--- src/rtl/hid_report_pkg.sv ---
`default_nettype none
// ============================================================================
//  Module      : hid_report_pkg
//  Description : Shared types, constants and ASCII helpers for the HID report
//                UART console sink. Holds the line-printer FSM state encoding,
//                the line length, the control/space characters, the device
//                type characters and the nibble/type-to-ASCII helpers.
//  Ports       : none (package)
//  Revision    : 1.0 - initial release
// ============================================================================
package hid_report_pkg;

    typedef enum logic [1:0] {
        ST_IDLE = 2'd0,
        ST_SEND = 2'd1,
        ST_WAIT = 2'd2
    } state_e;

    localparam int         LINE_LEN       = 20;
    localparam logic [7:0] CHAR_CR        = 8'h0D;
    localparam logic [7:0] CHAR_LF        = 8'h0A;
    localparam logic [7:0] CHAR_SP        = 8'h20;
    localparam logic [7:0] CHAR_TYPE_NONE = 8'h2D;   // '-'
    localparam logic [7:0] CHAR_TYPE_KBD  = 8'h4B;   // 'K'
    localparam logic [7:0] CHAR_TYPE_MSE  = 8'h4D;   // 'M'
    localparam logic [7:0] CHAR_TYPE_PAD  = 8'h47;   // 'G'

    // 0-9 -> '0'..'9', A-F -> 'A'..'F' (0x37 + 10 = 0x41)
    function automatic logic [7:0] hex_ascii(input logic [3:0] nib);
        return (nib < 4'd10) ? (8'h30 + {4'h0, nib}) : (8'h37 + {4'h0, nib});
    endfunction

    function automatic logic [7:0] type_ascii(input logic [1:0] typ);
        case (typ)
            2'd1:    return CHAR_TYPE_KBD;
            2'd2:    return CHAR_TYPE_MSE;
            2'd3:    return CHAR_TYPE_PAD;
            default: return CHAR_TYPE_NONE;
        endcase
    endfunction

endpackage
`default_nettype wire

--- src/rtl/uart_tx_byte.sv ---
`default_nettype none
// ============================================================================
//  Module      : uart_tx_byte
//  Description : 8N1 byte serializer, LSB first, CLK_DIV clocks per bit.
//                ready also asserts during the final cycle of the stop bit so
//                the next frame can follow with at most one idle clock.
//  Ports       : clk    - clock, rising edge
//                resetn - asynchronous active-low reset
//                data   - byte to send, latched when start & ready
//                start  - request to send data
//                ready  - serializer can accept a byte
//                tx     - serial output, idle high
//  Revision    : 1.0 - initial release
// ============================================================================
module uart_tx_byte #(
    parameter int CLK_DIV = 104
) (
    input  logic       clk,
    input  logic       resetn,
    input  logic [7:0] data,
    input  logic       start,
    output logic       ready,
    output logic       tx
);

    localparam int CW = $clog2(CLK_DIV);

    logic [CW-1:0] cnt_q;
    logic [3:0]    bitcnt_q;
    logic [8:0]    shreg_q;     // remaining data bits with the stop bit on top
    logic          active_q;
    logic          tx_q;

    logic w_bit_end;
    logic w_last;

    assign w_bit_end = active_q && (cnt_q == CW'(CLK_DIV - 1));
    assign w_last    = w_bit_end && (bitcnt_q == 4'd9);
    assign ready     = !active_q || w_last;
    assign tx        = tx_q;

    always_ff @(posedge clk or negedge resetn) begin
        if (!resetn) begin
            cnt_q    <= '0;
            bitcnt_q <= '0;
            shreg_q  <= '1;
            active_q <= 1'b0;
            tx_q     <= 1'b1;
        end else if (start && ready) begin
            // Start bit goes out from the accepting edge onward
            active_q <= 1'b1;
            tx_q     <= 1'b0;
            shreg_q  <= {1'b1, data};
            cnt_q    <= '0;
            bitcnt_q <= '0;
        end else if (active_q) begin
            if (w_bit_end) begin
                cnt_q <= '0;
                if (bitcnt_q == 4'd9) begin
                    active_q <= 1'b0;       // line already high from stop bit
                end else begin
                    tx_q     <= shreg_q[0];
                    shreg_q  <= {1'b1, shreg_q[8:1]};
                    bitcnt_q <= bitcnt_q + 4'd1;
                end
            end else begin
                cnt_q <= cnt_q + CW'(1);
            end
        end
    end

endmodule
`default_nettype wire

--- src/rtl/hid_report_uart.sv ---
`default_nettype none
// ============================================================================
//  Module      : hid_report_uart
//  Description : Prints each HID report as "T HHHHHHHHHHHHHHHH\r\n" on an
//                8N1 UART. One-deep pending slot; reports overwriting a full
//                slot are counted in a saturating drop counter.
//  Config      : HID_REPORT_DEDUP_EN - when defined, a report equal to the
//                last printed one (and to the slot contents if full) is
//                silently discarded.
//  Ports       : clk        - 12 MHz USB clock
//                resetn     - asynchronous active-low reset
//                usb_type   - device type 0 none,1 kbd,2 mouse,3 gamepad
//                usb_report - single-cycle report strobe
//                hid_report - raw 64-bit report
//                uart_tx    - serial out, idle high
//                busy       - line in progress or report pending
//                dropped    - saturating overwrite count
//  Revision    : 1.0 - initial release
// ============================================================================
module hid_report_uart
    import hid_report_pkg::*;
#(
    parameter int CLK_DIV = 104
) (
    input  logic        clk,
    input  logic        resetn,
    input  logic [1:0]  usb_type,
    input  logic        usb_report,
    input  logic [63:0] hid_report,
    output logic        uart_tx,
    output logic        busy,
    output logic [7:0]  dropped
);

    state_e      state_q, state_d;
    logic [4:0]  idx_q, idx_d;
    logic [65:0] line_q, line_d;        // {type, report} being printed
    logic [65:0] slot_q, slot_d;        // pending {type, report}
    logic        slot_full_q, slot_full_d;
    logic [7:0]  dropped_q, dropped_d;

    logic [65:0] w_new;
    logic        w_consume;
    logic        w_discard;
    logic        w_capture;
    logic        w_drop;
    logic        w_ser_start;
    logic        w_ser_ready;
    logic [7:0]  w_char;
    logic [3:0]  w_nidx;
    logic [3:0]  w_nib;

    assign w_new     = {usb_type, hid_report};
    assign w_consume = (state_q == ST_IDLE) && slot_full_q;

`ifdef HID_REPORT_DEDUP_EN
    logic [65:0] last_q;
    logic [65:0] w_last_ref;

    // When the slot is being consumed this cycle it becomes the last printed
    assign w_last_ref = w_consume ? slot_q : last_q;
    assign w_discard  = (w_new == w_last_ref) &&
                        (!slot_full_q || w_consume || (w_new == slot_q));

    always_ff @(posedge clk or negedge resetn) begin
        if (!resetn) begin
            last_q <= '0;
        end else if (w_consume) begin
            last_q <= slot_q;
        end
    end
`else
    assign w_discard = 1'b0;
`endif

    assign w_capture = usb_report && !w_discard;
    assign w_drop    = w_capture && slot_full_q && !w_consume;

    // Pending slot and drop counter
    always_comb begin
        slot_d      = slot_q;
        slot_full_d = slot_full_q;
        dropped_d   = dropped_q;
        if (w_consume) begin
            slot_full_d = 1'b0;
        end
        if (w_capture) begin
            slot_full_d = 1'b1;
            slot_d      = w_new;
        end
        if (w_drop && (dropped_q != 8'hFF)) begin
            dropped_d = dropped_q + 8'd1;
        end
    end

    // Line printer FSM
    always_comb begin
        state_d     = state_q;
        idx_d       = idx_q;
        line_d      = line_q;
        w_ser_start = 1'b0;
        case (state_q)
            ST_IDLE: begin
                if (slot_full_q) begin
                    line_d  = slot_q;
                    idx_d   = '0;
                    state_d = ST_SEND;
                end
            end
            ST_SEND: begin
                w_ser_start = 1'b1;
                if (w_ser_ready) begin
                    state_d = ST_WAIT;
                end
            end
            ST_WAIT: begin
                if (w_ser_ready) begin
                    if (idx_q == 5'(LINE_LEN - 1)) begin
                        state_d = ST_IDLE;
                    end else begin
                        idx_d   = idx_q + 5'd1;
                        state_d = ST_SEND;
                    end
                end
            end
            default: state_d = ST_IDLE;
        endcase
    end

    // Hex chars occupy indices 2..17, most significant nibble first
    assign w_nidx = 4'(5'd17 - idx_q);
    assign w_nib  = line_q[{w_nidx, 2'b00} +: 4];

    always_comb begin
        w_char = hex_ascii(w_nib);
        case (idx_q)
            5'd0:    w_char = type_ascii(line_q[65:64]);
            5'd1:    w_char = CHAR_SP;
            5'd18:   w_char = CHAR_CR;
            5'd19:   w_char = CHAR_LF;
            default: w_char = hex_ascii(w_nib);
        endcase
    end

    always_ff @(posedge clk or negedge resetn) begin
        if (!resetn) begin
            state_q     <= ST_IDLE;
            idx_q       <= '0;
            line_q      <= '0;
            slot_q      <= '0;
            slot_full_q <= 1'b0;
            dropped_q   <= '0;
        end else begin
            state_q     <= state_d;
            idx_q       <= idx_d;
            line_q      <= line_d;
            slot_q      <= slot_d;
            slot_full_q <= slot_full_d;
            dropped_q   <= dropped_d;
        end
    end

    uart_tx_byte #(
        .CLK_DIV (CLK_DIV)
    ) u_tx (
        .clk    (clk),
        .resetn (resetn),
        .data   (w_char),
        .start  (w_ser_start),
        .ready  (w_ser_ready),
        .tx     (uart_tx)
    );

    assign busy    = (state_q != ST_IDLE) || slot_full_q;
    assign dropped = dropped_q;

endmodule
`default_nettype wire

--- config.mk ---
export PLATFORM = sky130hd
export DESIGN_NAME = hid_report_uart
export DESIGN_NICKNAME = d
export VERILOG_FILES = /design/src/rtl/hid_report_pkg.sv /design/src/rtl/uart_tx_byte.sv /design/src/rtl/hid_report_uart.sv
export SDC_FILE = /design/constraint.sdc
export NUM_CORES = 1
export LEC_CHECK = 0
export CORE_MARGIN = 4
export CORE_UTILIZATION = 57
export DETAILED_ROUTE_END_ITERATION = 16
export HOLD_SLACK_MARGIN = 0.02
export PLACE_DENSITY = 0.79
export SLEW_MARGIN = 20
export SYNTH_ARGS = -nofsm -noshare
export SYNTH_HDL_FRONTEND = slang
export SYNTH_SLANG_ARGS = --single-unit
--- constraint.sdc ---
create_clock -name clk -period 4 [get_ports clk]
set_input_delay 0.8 -clock clk [delete_from_list [all_inputs] [get_ports clk]]
set_output_delay 0.8 -clock clk [all_outputs]
set_load 0.02 [all_outputs]
==> results of run 1 <==
power groups by stage:
stage / registers (W) / clock network, W / logic [W]
after detailed placement: 0.00262 / 0 / 0.00134
after global placement: 0.00258 / 0 / 0.00128
final: 0.00259 / 0.00166 / 0.00134
after global routing: 0.00266 / 0.00175 / 0.00147
after CTS: 0.00259 / 0.00168 / 0.00136
after floorplan: 0.00252 / 0 / 0.000978
sequential cells by signal, indices dropped and copies added, names as in the netlist:
register       flops
dropped            8
slot_q            66
u_tx.shreg_q       8
u_tx.cnt_q         7
slot_full_q        1
u_tx.bitcnt_q      4
idx_q              5
state_q            2
u_tx.active_q      1
u_tx.tx            1
line_q            66
per-stage QoR:
step / setup slack (ps) / cell area (sq um)
floorplan: 1185 / 7604
global placement: 1219 / 8542
detailed placement: 1123 / 8542
CTS: 1095 / 9146
global route: 902.3 / 9146
finish: 1150 / 9146
worst max-delay path: cells and delay by family (launching register included):
| family | cells | cell delay (ps) |
|---|---|---|
| AO/OA/AOI/OAI | 2 | 250 |
| multiplexers | 1 | 570 |
| AND/OR/NAND/NOR | 3 | 610 |
| adder cells (fa/ha/maj) | 1 | 200 |
| buffers and inverters | 3 | 480 |
| flip-flops | 1 | 670 |
how the worst max path moves through the flow:
| stage | start | end | slack, ps |
|---|---|---|---|
| after floorplan | idx_q[1] | u_tx.shreg_q[2] | 1190 |
| after global placement | idx_q[0] | u_tx.shreg_q[2] | 1220 |
| after detailed placement | idx_q[0] | u_tx.shreg_q[2] | 1120 |
| after CTS | idx_q[0] | u_tx.shreg_q[2] | 1090 |
| after global routing | idx_q[0] | u_tx.shreg_q[4] | 900 |
| final | idx_q[0] | u_tx.shreg_q[2] | 1150 |
synthesized netlist by cell type (3+ instances only):
| cell type | n | area (sq um) |
|---|---|---|
| nor2_1 | 24 | 90.09 |
| nand4_1 | 7 | 43.79 |
| o21ai_0 | 14 | 70.07 |
| mux4_2 | 14 | 315.3 |
| and3_1 | 3 | 18.77 |
| dfstp_2 | 9 | 236.5 |
| nand2b_1 | 7 | 43.79 |
| ha_1 | 11 | 137.6 |
| nand3_1 | 18 | 90.09 |
| xnor2_1 | 9 | 78.83 |
| or3_1 | 3 | 18.77 |
| a211oi_1 | 3 | 22.52 |
| o21ai_2 | 3 | 26.28 |
| buf_2 | 7 | 35.03 |
| inv_1 | 9 | 33.78 |
| mux2_2 | 133 | 1498 |
| xor2_1 | 7 | 61.31 |
| clkbuf_1 | 14 | 52.55 |
| dfrtp_1 | 160 | 4004 |
| nand2_1 | 28 | 105.1 |
| nor2b_1 | 4 | 25.02 |
| a21oi_1 | 13 | 65.06 |
layout make-up:
class                           instances  area [sq um]  area share (%)
Sequential cell                       169          4240           46.36
Clock inverter                          9         116.4           1.272
Multi-Input combinational cell        346          3203           35.02
Tap cell                              172         215.2           2.353
Clock buffer                           23         488.0           5.335
Timing Repair Buffer                   86         849.6           9.289
Inverter                                9         33.78          0.3694
metal layers:
layer  global-route usage [%]  vias to the layer above  part of all wire [%]
li1                         -                     2170                     -
met1                    27.68                     2400                    43
met2                    33.84                      100                    50
met3                    4.986                       25                   4.0
met4                    9.412                        0                   2.2
met5                        0                        -                     0
cells by family (layout without fill, tap and decap cells):
| kind of cell | count (synthesis) | count (layout) |
|---|---|---|
| adder cells (fa/ha/maj) | 11 | 11 |
| AND/OR/NAND/NOR | 111 | 111 |
| buffers and inverters | 35 | 127 |
| XOR/XNOR | 17 | 17 |
| multiplexers | 149 | 149 |
| AO/OA/AOI/OAI | 58 | 58 |
| flip-flops | 169 | 169 |
==> results.sh, run 1 <==
export IMPL_drc=0
export IMPL_netlist_area_sq_mm=0.007604
export IMPL_holdWs_ps=337.2
export IMPL_dp_cells=782
export IMPL_rsz0062_at_grt="false"
export IMPL_grt_first_pass_wirelength_um=24520
export IMPL_place_gp_congestion=0.9221
export IMPL_areaGrowthSynthToFinish_pct=20.29
export IMPL_avgSynthCellArea_sq_um=13.82
export IMPL_synthSimpleGateAreaFrac_pct=8.113
export IMPL_drt_wl_total_um=14510
export IMPL_critPathMaxStageDelay_ps=670
export IMPL_syn_nets=630
export IMPL_p_int_w=0.004034
export IMPL_worstMarginPinSlew_ps=928.4
export IMPL_syn_inst=550
export IMPL_path_max_fanout=13
export IMPL_die_w_um=123.5
export IMPL_row_count=41
export IMPL_cts_tree="built"
export IMPL_htreeDepth=4
export IMPL_fin_nets=709
export IMPL_yosys_area_share_xor_xnor_pct=2.057
export IMPL_p_seq_share_pct=46.4
export IMPL_setup_viol=0
export IMPL_criticalPathCategory="reg -> reg"
export IMPL_root_buffer="clkbuf_16"
export IMPL_num_vias=4695
export IMPL_period_needed_ps=2850
export IMPL_overflow=0
export IMPL_crit_top_cell="inv_1"
export IMPL_ir_drop_v=0.0003398
export IMPL_synthMuxAreaShare_pct=24.54
export IMPL_required_ps=4360
export IMPL_ys_seq_elements=169
export IMPL_power_leakage_nw=3.803
export IMPL_worstPathCellList="buf_4, mux4_1, nand3_1, nand4_2, inv_1, ha_1, inv_1, nor4bb_1, o21ai_1, a21oi_1"
export IMPL_p_clk_share_pct=29.6
export IMPL_min_path_type="in -> async"
export IMPL_end_kind="register"
export IMPL_coreArea_sq_mm=0.01282
export IMPL_wl_per_cell_um=17.82
export IMPL_r2r_end="u_tx.shreg_q[2]"
export IMPL_r2r_start="idx_q[0]"
export IMPL_r2r_cells=10
export IMPL_cellPowerDensity_mw_per_mm2=611.7
export IMPL_switching_share_pct=27.88
export IMPL_synth_edf_count=0
export IMPL_grt_usage_pct=21.14
export IMPL_fin_util_pct=71.32
export IMPL_cts_path_max_buffers=2
export IMPL_ant_nets=0
export IMPL_cts_made_buffers=17
export IMPL_drv_slew=0
export IMPL_setup_tns_final_ps=0
export IMPL_drive_above_1_share_pct=33.80
export IMPL_status="complete, no violations"
export IMPL_synth_distinct_cells=63
export IMPL_die_h_um=123.5
export IMPL_synthArstFlopShare_pct=100.0
export IMPL_fillers=865
export IMPL_grt_pass1_vias=4913
export IMPL_final_common_cell="dfrtp_1"
export IMPL_hold_viol=0
export IMPL_cts_setup_buffers=0
export IMPL_synthAdderAreaFrac_pct=1.810
export IMPL_p_sw_w=0.001560
export IMPL_mostFrequentLayoutCells="dfrtp_1 (160), mux2_2 (133), clkdlybuf4s50_1 (76), nand2_1 (28), nor2_1 (23)"
export IMPL_first_pass_iters=5
export IMPL_critPathLaunchType="register"
export IMPL_grt_max_degree=64
export IMPL_synth_top_family_by_area="multiplexers"
export IMPL_cp_arrival_ps=3210
export IMPL_dieArea_sq_mm=0.01525
export IMPL_drv_cap=0
export IMPL_antennaDiodeCount=0
export IMPL_ys_warn_count=0
export IMPL_max_freq_ghz=0.3509
export IMPL_yosysSeqAreaShare_pct=55.77
export IMPL_p_total_w=0.005594
export IMPL_viasPerCell=5.768
export IMPL_period_share_pct=71.24
export IMPL_cts_clk_slew_worst_paths_ps=60
export IMPL_r2r_slack_ps=1150
export IMPL_ios=79
export IMPL_cts_sink_count=169
export IMPL_fin_skew_ps=7.836
export IMPL_ys_flop_type="dfrtp_1"
export IMPL_hpwl_um=9980
export IMPL_initial_core_util_pct=59.29
export IMPL_clk_latency_ps=430
export IMPL_cts_resized=0
export IMPL_cts_hold_buf=0
export IMPL_slowest_stage="dfrtp_1"
export IMPL_slew_headroom_pct=37.96
export IMPL_synth_compound_area_share_pct=5.513
export IMPL_drt_iter0_drc=232
export IMPL_antenna_found_initial=0
export IMPL_port_buffers=78
export IMPL_p_comb_share_pct=24.0
export IMPL_instances_no_fill=814
(Power assumes the default switching activity.)
==> run 2, diff against run 1 <==
--- a/config.mk
+++ b/config.mk
@@ -6,10 +6,10 @@
 export NUM_CORES = 1
 export LEC_CHECK = 0
 export CORE_MARGIN = 4
-export CORE_UTILIZATION = 57
+export CORE_UTILIZATION = 51
 export DETAILED_ROUTE_END_ITERATION = 16
 export HOLD_SLACK_MARGIN = 0.02
-export PLACE_DENSITY = 0.79
+export PLACE_DENSITY = 0.75
 export SLEW_MARGIN = 20
 export SYNTH_ARGS = -nofsm -noshare
 export SYNTH_HDL_FRONTEND = slang
==> constraint.sdc (replaced) <==
create_clock -name clk -period 2.4 [get_ports clk]
set_input_delay 0.48 -clock clk [delete_from_list [all_inputs] [get_ports clk]]
set_output_delay 0.48 -clock clk [all_outputs]
set_load 0.02 [all_outputs]
==> run 2 against run 1 <==
- wire length is 4.8% higher
- register-to-register slack worse by 1100 ps
- power is 68% higher
- clock power is 63% higher
- sequential power is 69% higher
- design area is 2.4% higher
- via count is 1.6% higher
- clock-buffer cell count is 3 lower
- worst setup slack worse by 1100 ps
- final cell count is 2.7% higher
- critical path type unchanged
==> results.sh, run 2 (synthesis gave the netlist of run 1 again) <==
export IMPL_htreeDepth=4
export IMPL_drv_slew=0
export IMPL_cts_tree="built"
export IMPL_areaGrowthSynthToFinish_pct=23.12
export IMPL_period_needed_ps=2338
export IMPL_fin_nets=721
export IMPL_placed_area_sq_mm=0.008667
export IMPL_cts_made_buffers=17
export IMPL_setup_viol=0
export IMPL_overflow=0
export IMPL_mostFrequentLayoutCells="dfrtp_1 (158), mux2_2 (133), clkdlybuf4s50_1 (76), nand2_1 (28), nor2_1 (23)"
export IMPL_instances_no_fill=836
export IMPL_drive_above_1_share_pct=36.50
export IMPL_drt_iter0_drc=274
export IMPL_r2r_slack_ps=60
export IMPL_drc=0
export IMPL_cp_arrival_ps=2680
export IMPL_first_pass_iters=5
export IMPL_fin_skew_ps=19.37
export IMPL_wl_per_cell_um=18.18
export IMPL_path_max_fanout=9
export IMPL_criticalPathCategory="reg -> reg"
export IMPL_cts_path_max_buffers=2
export IMPL_status="complete, no violations"
export IMPL_grt_max_degree=68
export IMPL_row_count=44
export IMPL_die_w_um=130.1
export IMPL_drt_wl_total_um=15200
export IMPL_hold_viol=0
export IMPL_final_common_cell="dfrtp_1"
export IMPL_hpwl_um=10710
export IMPL_viasPerCell=5.705
export IMPL_cts_sink_count=169
export IMPL_cts_hold_buf=0
export IMPL_coreArea_sq_mm=0.01459
export IMPL_end_kind="register"
export IMPL_required_ps=2740
export IMPL_worstPathCellList="buf_12, mux4_1, nand3_2, nand4_4, inv_1, ha_2, a221o_1, a21oi_1"
export IMPL_ir_drop_v=0.0005655
export IMPL_critPathMaxStageDelay_ps=580
export IMPL_clk_latency_ps=430
export IMPL_port_buffers=78
export IMPL_cts_clk_slew_worst_paths_ps=60
export IMPL_grt_first_pass_wirelength_um=25390
export IMPL_grt_usage_pct=19.13
export IMPL_reg_top3="line_q: 66 flops, slot_q: 66 flops"
export IMPL_initial_core_util_pct=52.12
export IMPL_antenna_found_initial=0
export IMPL_drv_cap=0
export IMPL_antennaDiodeCount=0
export IMPL_ant_nets=0
export IMPL_max_freq_ghz=0.4277
export IMPL_critPathLaunchType="register"
export IMPL_die_h_um=130.1
export IMPL_place_gp_congestion=0.9018
export IMPL_grt_pass1_vias=5033
export IMPL_power_leakage_nw=3.877
export IMPL_ios=79
export IMPL_cellPowerDensity_mw_per_mm2=1006
export IMPL_period_share_pct=97.42
export IMPL_worstMarginPinSlew_ps=542.7
export IMPL_min_path_type="in -> async"
export IMPL_slowest_stage="mux4_1"
export IMPL_root_buffer="clkbuf_16"
export IMPL_dieArea_sq_mm=0.01693
export IMPL_fin_area_sq_mm=0.009361
export IMPL_num_vias=4769
export IMPL_dp_cells=798
export IMPL_slew_headroom_pct=63.70
## run 2: per-layer routing
| metal | up-vias | GRT usage [%] | share of wire, % | wire length [um] |
|---|---|---|---|---|
| met5 | - | 0 | 0 | 0 |
| met4 | 0 | 5.257 | 1.3 | 202 |
| met3 | 20 | 4.462 | 4.1 | 624 |
| met2 | 112 | 32.32 | 53 | 8001 |
| met1 | 2458 | 24.99 | 42 | 6372 |
| li1 | 2179 | - | - | - |
## run 2: area by class of cell
cell class | count | area, sq um
inverters | 9 | 40.04
multi-input cells | 346 | 3264
fillers | 1042 | 5228
repair buffers | 98 | 1002
well taps | 184 | 230.2
clock inverters | 10 | 145.1
flip-flops and latches | 169 | 4243
clock buffers | 20 | 436.7
## run 2: worst paths after layout
kind                           from              end  cells past startpoint
setup / recovery           idx_q[0]  u_tx.shreg_q[1]                      8
hold / removal               resetn       slot_q[59]                      1
setup reg to reg           idx_q[0]  u_tx.shreg_q[1]                      8
hold reg to reg             u_tx.tx          u_tx.tx                      2
max in group asynchronous    resetn  u_tx.shreg_q[2]                      2
min in group clk            u_tx.tx          u_tx.tx                      2
## run 2: worst max-delay path, delay by kind of cell, from the launching register on
| kind | cells | cell delay [ps] |
|---|---|---|
| and+or+nand+nor | 2 | 250 |
| AOI/OAI and AO/OA | 2 | 480 |
| muxes | 1 | 580 |
| buffers and inverters | 2 | 240 |
| DFF | 1 | 430 |
| adders and majority gates | 1 | 270 |
## run 2: timing repair
action / 4_1_cts / 5_1_grt
gates resized for setup: 3 / 9
pin swaps: 1 / 0
setup buffers: 0 / 8
endpoints found under the setup margin: 4 / 7
## run 2: through the flow
| step | power, W | util (%) | setup TNS (ps) | hold slack [ps] | worst slack (ps) |
|---|---|---|---|---|---|
| global route | 0.009917 | 64.17 | -36.01 | 41.32 | -21.25 |
| global placement | 0.006524 | 59.41 | 0 | 449.8 | 111.7 |
| floorplan | 0.005837 | - | -20.71 | 184.4 | -20.71 |
| CTS | 0.009443 | 63.48 | 0 | 32.65 | 15.07 |
| finish | 0.009415 | 64.17 | 0 | 6.258 | 61.87 |
| detailed placement | 0.006694 | 59.41 | -11.20 | 452.2 | -11.20 |
## run 2: where the power goes
group	switching, W	internal [W]
clock network	0.00108	0.00163
registers	0.000629	0.00374
logic	0.000954	0.00138
==> run 3, diff against run 2 <==
--- a/config.mk
+++ b/config.mk
@@ -5,11 +5,13 @@
 export SDC_FILE = /design/constraint.sdc
 export NUM_CORES = 1
 export LEC_CHECK = 0
+export CORE_ASPECT_RATIO = 0.7
 export CORE_MARGIN = 4
-export CORE_UTILIZATION = 51
+export CORE_UTILIZATION = 57
 export DETAILED_ROUTE_END_ITERATION = 16
+export DONT_BUFFER_PORTS = 1
 export HOLD_SLACK_MARGIN = 0.02
-export PLACE_DENSITY = 0.75
+export PLACE_DENSITY = 0.74
 export SLEW_MARGIN = 20
 export SYNTH_ARGS = -nofsm -noshare
 export SYNTH_HDL_FRONTEND = slang
==> run 3 against run 2 <==
- final cell count shrank 12%
- non-clock buffer count fell by 80
- via count decreased by 7.6%
- first-iteration DRC count decreased by 19%
- clock-buffer cell count is 2 lower
- sequential cell count did not move
- utilization is 2.8 points higher
- the flow now finishes with violations (hold timing)
- wire length down 2.8%
- global-route usage is 1.1 points higher
- highest routed layer unchanged
- register-to-register slack better by 30 ps
- combinational power down 17%
- worst setup slack improved by 26 ps
==> results.sh, run 3 (synthesis gave the netlist of run 1 again) <==
export IMPL_areaGrowthSynthToFinish_pct=12.11
export IMPL_drv_slew=0
export IMPL_port_buffers=0
export IMPL_drc=0
export IMPL_holdWs_ps=-263.6
export IMPL_period_share_pct=96.34
export IMPL_fin_area_sq_mm=0.008524
export IMPL_reg_top3="line_q: 66 flops, slot_q: 66 flops"
export IMPL_grt_first_pass_wirelength_um=24650
export IMPL_clk_latency_ps=430
export IMPL_violations="hold timing"
export IMPL_path_buf_inv=3
export IMPL_fin_skew_ps=19.09
export IMPL_slowest_stage="mux4_2"
export IMPL_critPathMaxStageDelay_ps=540
export IMPL_cts_tree="built"
export IMPL_min_path_type="in -> async"
export IMPL_coreArea_sq_mm=0.01272
export IMPL_initial_core_util_pct=59.78
export IMPL_grt_usage_pct=20.28
export IMPL_instances_no_fill=737
export IMPL_die_w_um=146.0
export IMPL_hold_viol=160
export IMPL_p_comb_share_pct=20.8
export IMPL_drt_wl_total_um=14780
export IMPL_wl_per_cell_um=20.05
export IMPL_period_needed_ps=2312
export IMPL_place_gp_congestion=0.8614
export IMPL_critPathLaunchType="register"
export IMPL_viasPerCell=5.977
export IMPL_max_freq_ghz=0.4325
export IMPL_ir_drop_v=0.0005777
export IMPL_antenna_found_initial=0
export IMPL_worstMarginPinSlew_ps=459.8
export IMPL_status="finished with violations"
export IMPL_power_leakage_nw=3.570
export IMPL_die_h_um=104.6
export IMPL_worstPathCellList="buf_12, mux4_2, nand3_2, nand4_2, inv_1, ha_2, inv_1, nor4bb_2, o21ai_1, a21oi_1"
export IMPL_dp_cells=698
export IMPL_first_pass_iters=4
export IMPL_slew_headroom_pct=69.25
export IMPL_fin_nets=641
export IMPL_drive_above_1_share_pct=41.11
export IMPL_drv_cap=0
export IMPL_cts_sink_count=169
export IMPL_path_max_fanout=12
export IMPL_mostFrequentLayoutCells="dfrtp_1 (159), mux2_2 (133), nand2_1 (28), nor2_1 (23), clkbuf_16 (17)"
export IMPL_final_common_cell="dfrtp_1"
export IMPL_cts_clk_slew_worst_paths_ps=70
export IMPL_hpwl_um=10010
export IMPL_switching_share_pct=28.27
export IMPL_setup_tns_final_ps=0
export IMPL_p_clk_share_pct=31.6
export IMPL_p_seq_share_pct=47.6
export IMPL_overflow=0
export IMPL_criticalPathCategory="reg -> reg"
export IMPL_root_buffer="clkbuf_16"
export IMPL_grt_pass1_vias=4615
export IMPL_rsz0062_at_grt="true"
export IMPL_setup_viol=0
export IMPL_p_total_w=0.009328
export IMPL_ios=79
export IMPL_p_int_w=0.006691
export IMPL_num_vias=4405
export IMPL_p_sw_w=0.002637
export IMPL_critPathTopFamily="multiplexers"
export IMPL_htreeDepth=4
export IMPL_fillers=889
export IMPL_cp_arrival_ps=2660
export IMPL_cts_path_max_buffers=2
export IMPL_cts_made_buffers=17
export IMPL_cellPowerDensity_mw_per_mm2=1094
export IMPL_dieArea_sq_mm=0.01528
export IMPL_crit_top_cell="inv_1"
export IMPL_row_count=34
export IMPL_placed_area_sq_mm=0.007812
export IMPL_grt_max_degree=170
export IMPL_drt_iter0_drc=222
export IMPL_end_kind="register"
export IMPL_ant_nets=0
export IMPL_required_ps=2750
==> run 3: layout make-up <==
type,instances,area (sq um),area share [%]
antenna,1,2.502,0.02936
clock buffer,18,429.2,5.034
clock inverter,14,209.0,2.451
inverter,9,40.04,0.4697
multi-input combinational,346,3236,37.96
sequential,169,4242,49.76
tap,162,202.7,2.378
timing repair buffer,18,163.9,1.923
==> run 3: power by group through the flow <==
stage	clock network [W]	registers (W)	logic, W
2_1_floorplan	0	0.00421	0.00163
3_3_place_gp	0	0.00445	0.00180
3_5_place_dp	0	0.00447	0.00190
4_1_cts	0.00300	0.00444	0.00193
5_1_grt	0.00314	0.00456	0.00212
6_report	0.00295	0.00444	0.00194
==> run 3: repair_timing <==
action	in CTS	in global routing
setup buffers	0	6
gates resized for setup	0	9
endpoints found under the hold margin	169	169
endpoints found under the setup margin	0	8
==> run 3: final timing paths <==
path / startpoint / endpoint / slack, ps / cells past startpoint
worst max-delay path: idx_q[0] / u_tx.shreg_q[2] / 90 / 10
worst min-delay path: resetn / slot_q[30] / -260 / 0
worst max register to register: idx_q[0] / u_tx.shreg_q[2] / 90 / 10
worst min register to register: u_tx.shreg_q[0] / u_tx.tx / 490 / 2
max in group asynchronous: resetn / u_tx.shreg_q[5] / 2350 / 0
min in group clk: usb_report / slot_full_q / 190 / 1
==> run 3: per-stage QoR <==
step	worst slack (ps)	utilization [%]
after floorplan	-20.71	-
after global placement	164.0	61.42
after detailed placement	36.76	61.42
after CTS	38.05	66.44
after global routing	-61.69	67.00
final	87.74	67.02
==> run 3: layer usage <==
layer | global-route usage [%] | wire length (um) | vias to the layer above
li1 | - | - | 2027
met1 | 28.38 | 6849 | 2259
met2 | 31.34 | 6983 | 101
met3 | 5.928 | 756 | 18
met4 | 5.839 | 186 | 0
met5 | 0 | 0 | -
